--- src/rtl/tomasulo_pkg.sv ---
// Shared Tomasulo definitions: tag width, station count, opcodes.
// Tag 0 is reserved to mean "no dependency / no entry".
package tomasulo_pkg;

    localparam int TAG_W      = 3;
    localparam int NUM_RS     = 7;
    localparam int DATA_W_DEF = 8;

    localparam logic [TAG_W-1:0] NO_TAG = '0;

    typedef enum logic {
        OP_ADD = 1'b0,
        OP_SUB = 1'b1
    } op_e;

    typedef enum logic {
        BUF_EMPTY = 1'b0,
        BUF_FULL  = 1'b1
    } buf_state_e;

endpackage

--- src/rtl/adder_issue_scheduler_if.sv ---
// Reservation-station / CDB side bundle of the adder issue scheduler.
// master = RS array plus CDB arbiter, slave = scheduler.
interface adder_issue_scheduler_if #(
    parameter int DATA_W = 8
);
    import tomasulo_pkg::*;

    logic [7:0]        Ready;
    logic [TAG_W-1:0]  RdTag;
    logic [DATA_W-1:0] Vj;
    logic [DATA_W-1:0] Vk;
    logic              OpSub;
    logic              Dispatch;
    logic [TAG_W-1:0]  DispTag;
    logic              CdbReq;
    logic              CdbGrant;
    logic [TAG_W-1:0]  CdbTag;
    logic [DATA_W-1:0] CdbValue;
    logic              Free;
    logic [TAG_W-1:0]  FreeTag;

    modport master (
        output Ready, Vj, Vk, OpSub, CdbGrant,
        input  RdTag, Dispatch, DispTag, CdbReq,
        input  CdbTag, CdbValue, Free, FreeTag
    );

    modport slave (
        input  Ready, Vj, Vk, OpSub, CdbGrant,
        output RdTag, Dispatch, DispTag, CdbReq,
        output CdbTag, CdbValue, Free, FreeTag
    );

endinterface

--- src/rtl/adder_issue_scheduler_rr_picker.sv ---
// Round-robin picker over stations 1..NUM_RS; bit k of i_req is station k+1.
// Search starts at station i_ptr and wraps.
module rr_picker
    import tomasulo_pkg::*;
(
    input  logic [NUM_RS-1:0] i_req,
    input  logic [TAG_W-1:0]  i_ptr,
    output logic [NUM_RS-1:0] o_gnt,
    output logic [TAG_W-1:0]  o_tag
);

    always_comb begin
        logic       w_hit;
        logic [2:0] w_idx;
        o_gnt = '0;
        o_tag = NO_TAG;
        w_hit = 1'b0;
        w_idx = '0;
        for (int k = 0; k < NUM_RS; k++) begin
            w_idx = 3'((int'(i_ptr) + NUM_RS - 1 + k) % NUM_RS);
            if (!w_hit && i_req[w_idx]) begin
                w_hit        = 1'b1;
                o_gnt[w_idx] = 1'b1;
                o_tag        = TAG_W'(w_idx) + TAG_W'(1);
            end
        end
    end

endmodule

--- src/rtl/adder_issue_scheduler.sv ---
// Issue scheduler for a pipelined add/sub unit: picks ready stations,
// runs them through LATENCY stages and holds one result for the CDB.
module adder_issue_scheduler
    import tomasulo_pkg::*;
#(
    parameter int LATENCY = 2,
    parameter int DATA_W  = DATA_W_DEF
)(
    input  logic                    Clock,
    input  logic                    Resetn,
    adder_issue_scheduler_if.slave  bus
);

    logic [NUM_RS-1:0] r_inflight;
    logic [TAG_W-1:0]  r_ptr;
    buf_state_e        r_state;
    logic [TAG_W-1:0]  r_btag;
    logic [DATA_W-1:0] r_bval;

    logic [NUM_RS-1:0] w_cand;
    logic [NUM_RS-1:0] w_gnt;
    logic [NUM_RS-1:0] w_disp_oh;
    logic [NUM_RS-1:0] w_free_oh;
    logic [TAG_W-1:0]  w_pick;
    logic [TAG_W-1:0]  w_disp_tag;
    logic              w_disp;
    logic              w_grant;
    logic [DATA_W-1:0] w_result;
    logic              w_ok [LATENCY+1];
    logic              w_last_vld;
    logic [TAG_W-1:0]  w_last_tag;
    logic [DATA_W-1:0] w_last_val;

    assign w_cand = bus.Ready[NUM_RS:1] & ~r_inflight;

    rr_picker u_pick (
        .i_req (w_cand),
        .i_ptr (r_ptr),
        .o_gnt (w_gnt),
        .o_tag (w_pick)
    );

    assign w_grant     = (r_state == BUF_FULL) & bus.CdbGrant;
    assign w_ok[LATENCY] = (r_state == BUF_EMPTY) | w_grant;

    // Resetn gates the combinational outputs so they read 0 during reset
    assign w_disp     = Resetn & (|w_cand) & w_ok[0];
    assign w_disp_tag = w_disp ? w_pick : NO_TAG;
    assign w_disp_oh  = w_disp ? w_gnt : '0;
    assign w_free_oh  = w_grant ? (NUM_RS'(1) << 3'(r_btag - 3'd1)) : '0;

    assign w_result = (op_e'(bus.OpSub) == OP_SUB) ? bus.Vj - bus.Vk
                                                   : bus.Vj + bus.Vk;

    for (genvar k = 0; k < LATENCY; k++) begin : g_stg
        logic              r_vld;
        logic [TAG_W-1:0]  r_tag;
        logic [DATA_W-1:0] r_val;
        logic              w_iv;
        logic [TAG_W-1:0]  w_it;
        logic [DATA_W-1:0] w_ival;

        if (k == 0) begin : g_head
            assign w_iv   = w_disp;
            assign w_it   = w_disp_tag;
            assign w_ival = w_result;
        end else begin : g_body
            assign w_iv   = g_stg[k-1].r_vld;
            assign w_it   = g_stg[k-1].r_tag;
            assign w_ival = g_stg[k-1].r_val;
        end

        // a stage may load when empty or when its content moves on
        assign w_ok[k] = !r_vld | w_ok[k+1];

        always_ff @(posedge Clock or negedge Resetn) begin
            if (!Resetn) begin
                r_vld <= 1'b0;
                r_tag <= NO_TAG;
                r_val <= '0;
            end else if (w_ok[k]) begin
                r_vld <= w_iv;
                r_tag <= w_it;
                r_val <= w_ival;
            end
        end
    end

    assign w_last_vld = g_stg[LATENCY-1].r_vld;
    assign w_last_tag = g_stg[LATENCY-1].r_tag;
    assign w_last_val = g_stg[LATENCY-1].r_val;

    always_ff @(posedge Clock or negedge Resetn) begin
        if (!Resetn) begin
            r_inflight <= '0;
            r_ptr      <= TAG_W'(1);
            r_state    <= BUF_EMPTY;
            r_btag     <= NO_TAG;
            r_bval     <= '0;
        end else begin
            r_inflight <= (r_inflight & ~w_free_oh) | w_disp_oh;
            if (w_disp)
                r_ptr <= (w_pick == TAG_W'(NUM_RS)) ? TAG_W'(1)
                                                    : w_pick + TAG_W'(1);
            unique case (r_state)
                BUF_EMPTY: begin
                    if (w_last_vld) begin
                        r_state <= BUF_FULL;
                        r_btag  <= w_last_tag;
                        r_bval  <= w_last_val;
                    end
                end
                BUF_FULL: begin
                    if (w_grant && w_last_vld) begin
                        r_btag <= w_last_tag;
                        r_bval <= w_last_val;
                    end else if (w_grant) begin
                        r_state <= BUF_EMPTY;
                    end
                end
                default: r_state <= BUF_EMPTY;
            endcase
        end
    end

    assign bus.Dispatch = w_disp;
    assign bus.DispTag  = w_disp_tag;
    assign bus.RdTag    = w_disp_tag;
    assign bus.CdbReq   = (r_state == BUF_FULL);
    assign bus.CdbTag   = r_btag;
    assign bus.CdbValue = r_bval;
    assign bus.Free     = w_grant;
    assign bus.FreeTag  = w_grant ? r_btag : NO_TAG;

endmodule

--- src/flat_wrapper.sv ---
// flat-port wrapper written by rule: the top's interface ports become plain ports
module adder_issue_scheduler_flat import tomasulo_pkg::*;
#(
    parameter int LATENCY = 2,
    parameter int DATA_W  = DATA_W_DEF
)
  (Clock, Resetn, bus_Ready, bus_Vj, bus_Vk, bus_OpSub, bus_CdbGrant, bus_RdTag, bus_Dispatch, bus_DispTag, bus_CdbReq, bus_CdbTag, bus_CdbValue, bus_Free, bus_FreeTag);
  adder_issue_scheduler_if #(.DATA_W(DATA_W)) bus_i ();
  input  logic Clock;
  input  logic Resetn;
  input wire logic [$bits(bus_i.Ready)-1:0] bus_Ready;
  input wire logic [$bits(bus_i.Vj)-1:0] bus_Vj;
  input wire logic [$bits(bus_i.Vk)-1:0] bus_Vk;
  input wire logic [$bits(bus_i.OpSub)-1:0] bus_OpSub;
  input wire logic [$bits(bus_i.CdbGrant)-1:0] bus_CdbGrant;
  output wire logic [$bits(bus_i.RdTag)-1:0] bus_RdTag;
  output wire logic [$bits(bus_i.Dispatch)-1:0] bus_Dispatch;
  output wire logic [$bits(bus_i.DispTag)-1:0] bus_DispTag;
  output wire logic [$bits(bus_i.CdbReq)-1:0] bus_CdbReq;
  output wire logic [$bits(bus_i.CdbTag)-1:0] bus_CdbTag;
  output wire logic [$bits(bus_i.CdbValue)-1:0] bus_CdbValue;
  output wire logic [$bits(bus_i.Free)-1:0] bus_Free;
  output wire logic [$bits(bus_i.FreeTag)-1:0] bus_FreeTag;
  assign bus_i.Ready = bus_Ready;
  assign bus_i.Vj = bus_Vj;
  assign bus_i.Vk = bus_Vk;
  assign bus_i.OpSub = bus_OpSub;
  assign bus_i.CdbGrant = bus_CdbGrant;
  assign bus_RdTag = bus_i.RdTag;
  assign bus_Dispatch = bus_i.Dispatch;
  assign bus_DispTag = bus_i.DispTag;
  assign bus_CdbReq = bus_i.CdbReq;
  assign bus_CdbTag = bus_i.CdbTag;
  assign bus_CdbValue = bus_i.CdbValue;
  assign bus_Free = bus_i.Free;
  assign bus_FreeTag = bus_i.FreeTag;
  adder_issue_scheduler #(.LATENCY(LATENCY), .DATA_W(DATA_W)) u_core (.Clock(Clock), .Resetn(Resetn), .bus(bus_i));
endmodule
--- config.mk ---
export PLATFORM = sky130hd
export DESIGN_NAME = adder_issue_scheduler_flat
export DESIGN_NICKNAME = d
export VERILOG_FILES = /design/src/rtl/tomasulo_pkg.sv /design/src/rtl/adder_issue_scheduler_if.sv /design/src/rtl/adder_issue_scheduler_rr_picker.sv /design/src/rtl/adder_issue_scheduler.sv /design/src/flat_wrapper.sv
export SDC_FILE = /design/constraint.sdc
export NUM_CORES = 1
export LEC_CHECK = 0
export CAP_MARGIN = 5
export CORE_ASPECT_RATIO = 1.1
export CORE_MARGIN = 5
export CORE_UTILIZATION = 45
export CTS_BUF_LIST = sky130_fd_sc_hd__clkbuf_8
export DETAILED_ROUTE_END_ITERATION = 16
export PLACE_DENSITY = 0.64
export SETUP_SLACK_MARGIN = 0.1
export SLEW_MARGIN = 20
export SYNTH_ARGS = -nofsm -noshare
export SYNTH_HDL_FRONTEND = slang
export SYNTH_HIERARCHICAL = 1
export SYNTH_SLANG_ARGS = --single-unit
--- constraint.sdc ---
create_clock -name Clock -period 9.4 [get_ports Clock]
set_clock_uncertainty 0.2 [all_clocks]
set_input_delay 1.88 -clock Clock [delete_from_list [all_inputs] [get_ports Clock]]
set_output_delay 1.88 -clock Clock [all_outputs]
set_load 0.005 [all_outputs]
==> metrics.txt <==
Die X=about 120 um; critical path's largest stage delay=around 0.80 ns; measured slew at the worst slew-check pin=0.8376 ns; count of max-cap constraint violations=0; clk root buf=clkbuf_8; first drt pass iteration count=5; Post-Route WL=approximately 17 mm; Die ar.=approximately 15000 sq um; ant diodes=0; I/O pin count=between 50 and 60; via count=roughly 5500; Final Net Count=a little over 800; endpoints failing setup=0; setup TNS=0 ns; CTS tree=built; Mapped Nets=~780; ys async rst share=100.0%; Final Cycle Share=between 90% and 100%; Fmax achieved=approximately 110 MHz; syn_area_per_cell=about 8 sq um; top area cells in the synthesized netlist=dfrtp_1 (19%), ha_1 (9.5%), mux2_2 (5.4%), xnor2_1 (4.8%), nand2_1 (4.5%); Synth area leader=dfrtp_1; Setup crit start kind=flip-flop; Yosys warning count=6; Starting Density=about 46%; vias per cell=6.125; most frequent cells in the layout=nand2_1 (70), clkdlybuf4s50_1 (48), dfrtp_1 (45); RD Place Congestion=slightly above 0.9; Worst Path Required=roughly 7.3 ns; CP cell instances=inv_1, ha_1, xor2_1, ha_1, a21oi_1, xnor2_1, ha_2, o21ai_0, a22oi_1, nor3_4, xnor2_1, inv_2, ha_2, nand2_1, mux2_2, o31a_1, o22a_1, o32ai_4, o21ai_2, nor4_4, a22oi_1, o21ai_1, and2_1, clkdlybuf4s50_1; FP Rows=43; clock transition at the registers of the reported paths=0.09 ns; DRC Markers=0; share of the synthesized area in the top cell type=about a fifth; Hold Path Class=reg -> reg; first-pass GRT wire length=27.66 mm; WL/cell=18.61 um; hold endpoint=u_core/g_stg[0].r_val[1]$_DFFE_PN0N_; IO Port Bufs=slightly below 50; Worst R2R Setup Slack=approximately 2.6 ns; crit path max fanout=18; most common cell after layout, fill and taps aside=nand2_1; grt ovf=0; die extent in y=between 100 and 150 um; status=complete, no violations; Mapped Area=between 5000 and 6000 sq um; Reg2Reg Depth=25; Max Slew Vio Count=0; Area growth syn-to-layout=13.32%; vias in the first global route=between 5000 and 6000; fraction of layout cells with a size suffix above 1=13.81%; HPWL after DPL=roughly 13 mm; final standard cell area without fillers=about 6600 sq um; flops & latches, synth=46; Hold Violations, Final=0; worst r2r dst=u_core/r_ptr[2]$_DFFE_PN0N_; RSZ-0062 raised after global routing=false; 1st-iter DRT viols=380; DP Cell Count=just under 900; largest net degree at the start of global routing=between 40 and 50; Min-Delay Path Depth=2; Clock Latency Late Sink=0.31 ns; synth unique cells=~100; crit path kind=reg -> out; ys flop type=dfrtp_1; worst rel slew slack=between 40 and 50%; Clock Path Buffers=2; Routed Antenna Nets=0; r2r startpoint=u_core/r_ptr[0]$_DFFE_PN1N_; GRT Util Overall=21.68%; sequential-to-total area share from yosys stat=slightly below 20%; Post-DP Area=6449 sq um; fin crit period=about 8.8 ns; hold wc startpoint=u_core/g_stg[0].r_val[1]$_DFFE_PN0N_; CTS H-tree depth=2; CTS buffer count=5; non-filler cells, final=approximately 900; Critical Path AT=slightly below 7 ns; Critical-path top delay cell=dfstp_2; Cells after Synth=slightly above 700; number of enable flip-flop cells after synthesis=0; # fillers=1194; antenna violations before repair=0; clock sinks=46; nature of the critical path endpoint=primary output; Core ar.=roughly 13000 sq um
state kept, by name, indices dropped and copies added (netlist names):
name	flops
u_core/bus.CdbReq	1
u_core/g_stg.r_val	16
u_core/r_ptr	3
u_core/bus.CdbTag	3
u_core/g_stg.r_vld	2
u_core/r_inflight	7
u_core/g_stg.r_tag	6
u_core/bus.CdbValue	8
cell type report:
class                      instances  area [sq um]  area share, %
multi-input combinational        583          4352          66.06
clock buffer                       5         68.82          1.045
timing repair buffer              66         613.1          9.307
sequential                        46          1152          17.49
tap                              157         196.4          2.982
clock inverter                     3         40.04         0.6078
inverter                          43         165.2          2.507
stage by stage:
| stage | setup slack, ns | hold WS (ns) | util [%] |
|---|---|---|---|
| 2_1_floorplan | 1.192 | 0.2220 | - |
| 3_5_place_dp | 0.8224 | 0.2564 | 51.00 |
| 6_report | 0.5691 | 0.2714 | 52.10 |
| 3_3_place_gp | 1.034 | 0.2558 | 51.00 |
| 5_1_grt | 0.09732 | 0.3041 | 52.10 |
| 4_1_cts | 0.4213 | 0.2752 | 51.87 |
cell usage after synthesis (4+ instances only):
master / instances
nand2_1: 70
dfrtp_1: 45
ha_1: 44
nor2_1: 43
inv_1: 39
a21oi_1: 33
xnor2_1: 32
mux2_2: 28
nand3_1: 26
clkbuf_1: 22
o21ai_0: 21
nor3_1: 20
nor2b_1: 18
a31oi_1: 17
nand2b_1: 13
a21o_1: 10
a22o_1: 10
nand4_1: 10
mux2i_1: 9
xor2_1: 9
and2_1: 8
o211ai_1: 8
nand3b_1: 7
and3_1: 6
o21ai_1: 6
or3_1: 6
a41oi_1: 5
buf_4: 5
or2_2: 5
a211oi_1: 4
a21oi_2: 4
a22oi_1: 4
a311oi_1: 4
a32oi_1: 4
inv_2: 4
nor3b_1: 4
o2111ai_1: 4
o211a_1: 4
o221ai_1: 4
o22ai_1: 4
o31ai_1: 4
how the worst max path moves through the flow:
stage | end | cells past startpoint | slack [ns] | from
final | bus_DispTag[2] | 24 | 0.57 | u_core/r_ptr[0]$_DFFE_PN1N_
after global routing | bus_DispTag[2] | 26 | 0.1 | u_core/r_ptr[1]$_DFFE_PN0N_
after CTS | bus_DispTag[2] | 24 | 0.42 | u_core/r_ptr[0]$_DFFE_PN1N_
after detailed placement | bus_RdTag[1] | 24 | 0.82 | u_core/r_ptr[0]$_DFFE_PN1N_
after global placement | bus_RdTag[2] | 26 | 1.03 | u_core/r_ptr[1]$_DFFE_PN0N_
after floorplan | bus_RdTag[2] | 29 | 1.19 | u_core/r_ptr[0]$_DFFE_PN1N_
critical path: cells and delay by family, from the launching register on:
family	cells	cell delay [ns]
AOI/OAI and AO/OA	9	1.78
xor gates and xnor gates	3	0.76
adders and majority gates	4	1.24
buffers and inverters	3	0.77
DFF	1	0.80
muxes	1	0.31
and+or+nand+nor	4	0.77
layer usage:
metal	vias up	routed length (um)	track usage, %
met3	21	683	2.663
met2	148	8325	38.07
li1	2699	-	-
met5	-	0	0
met4	0	295	6.545
met1	2663	7501	28.02
kinds of logic after synthesis:
| group | Yosys count | synth area share [%] |
|---|---|---|
| AOI/OAI and AO/OA | 196 | 25.66 |
| xor gates and xnor gates | 44 | 7.318 |
| adders and majority gates | 46 | 10.16 |
| buffers and inverters | 79 | 5.768 |
| DFF | 46 | 19.82 |
| muxes | 41 | 8.093 |
| and+or+nand+nor | 256 | 23.18 |
timing repair:
action,4_1_cts,5_1_grt
resized for setup,0,7
buffers inserted,0,0
hold buffers,0,0
setup endpoints to repair,0,6
Power is not shown: default switching activity piles up to over one toggle a cycle in this logic, so the estimate is an artifact.
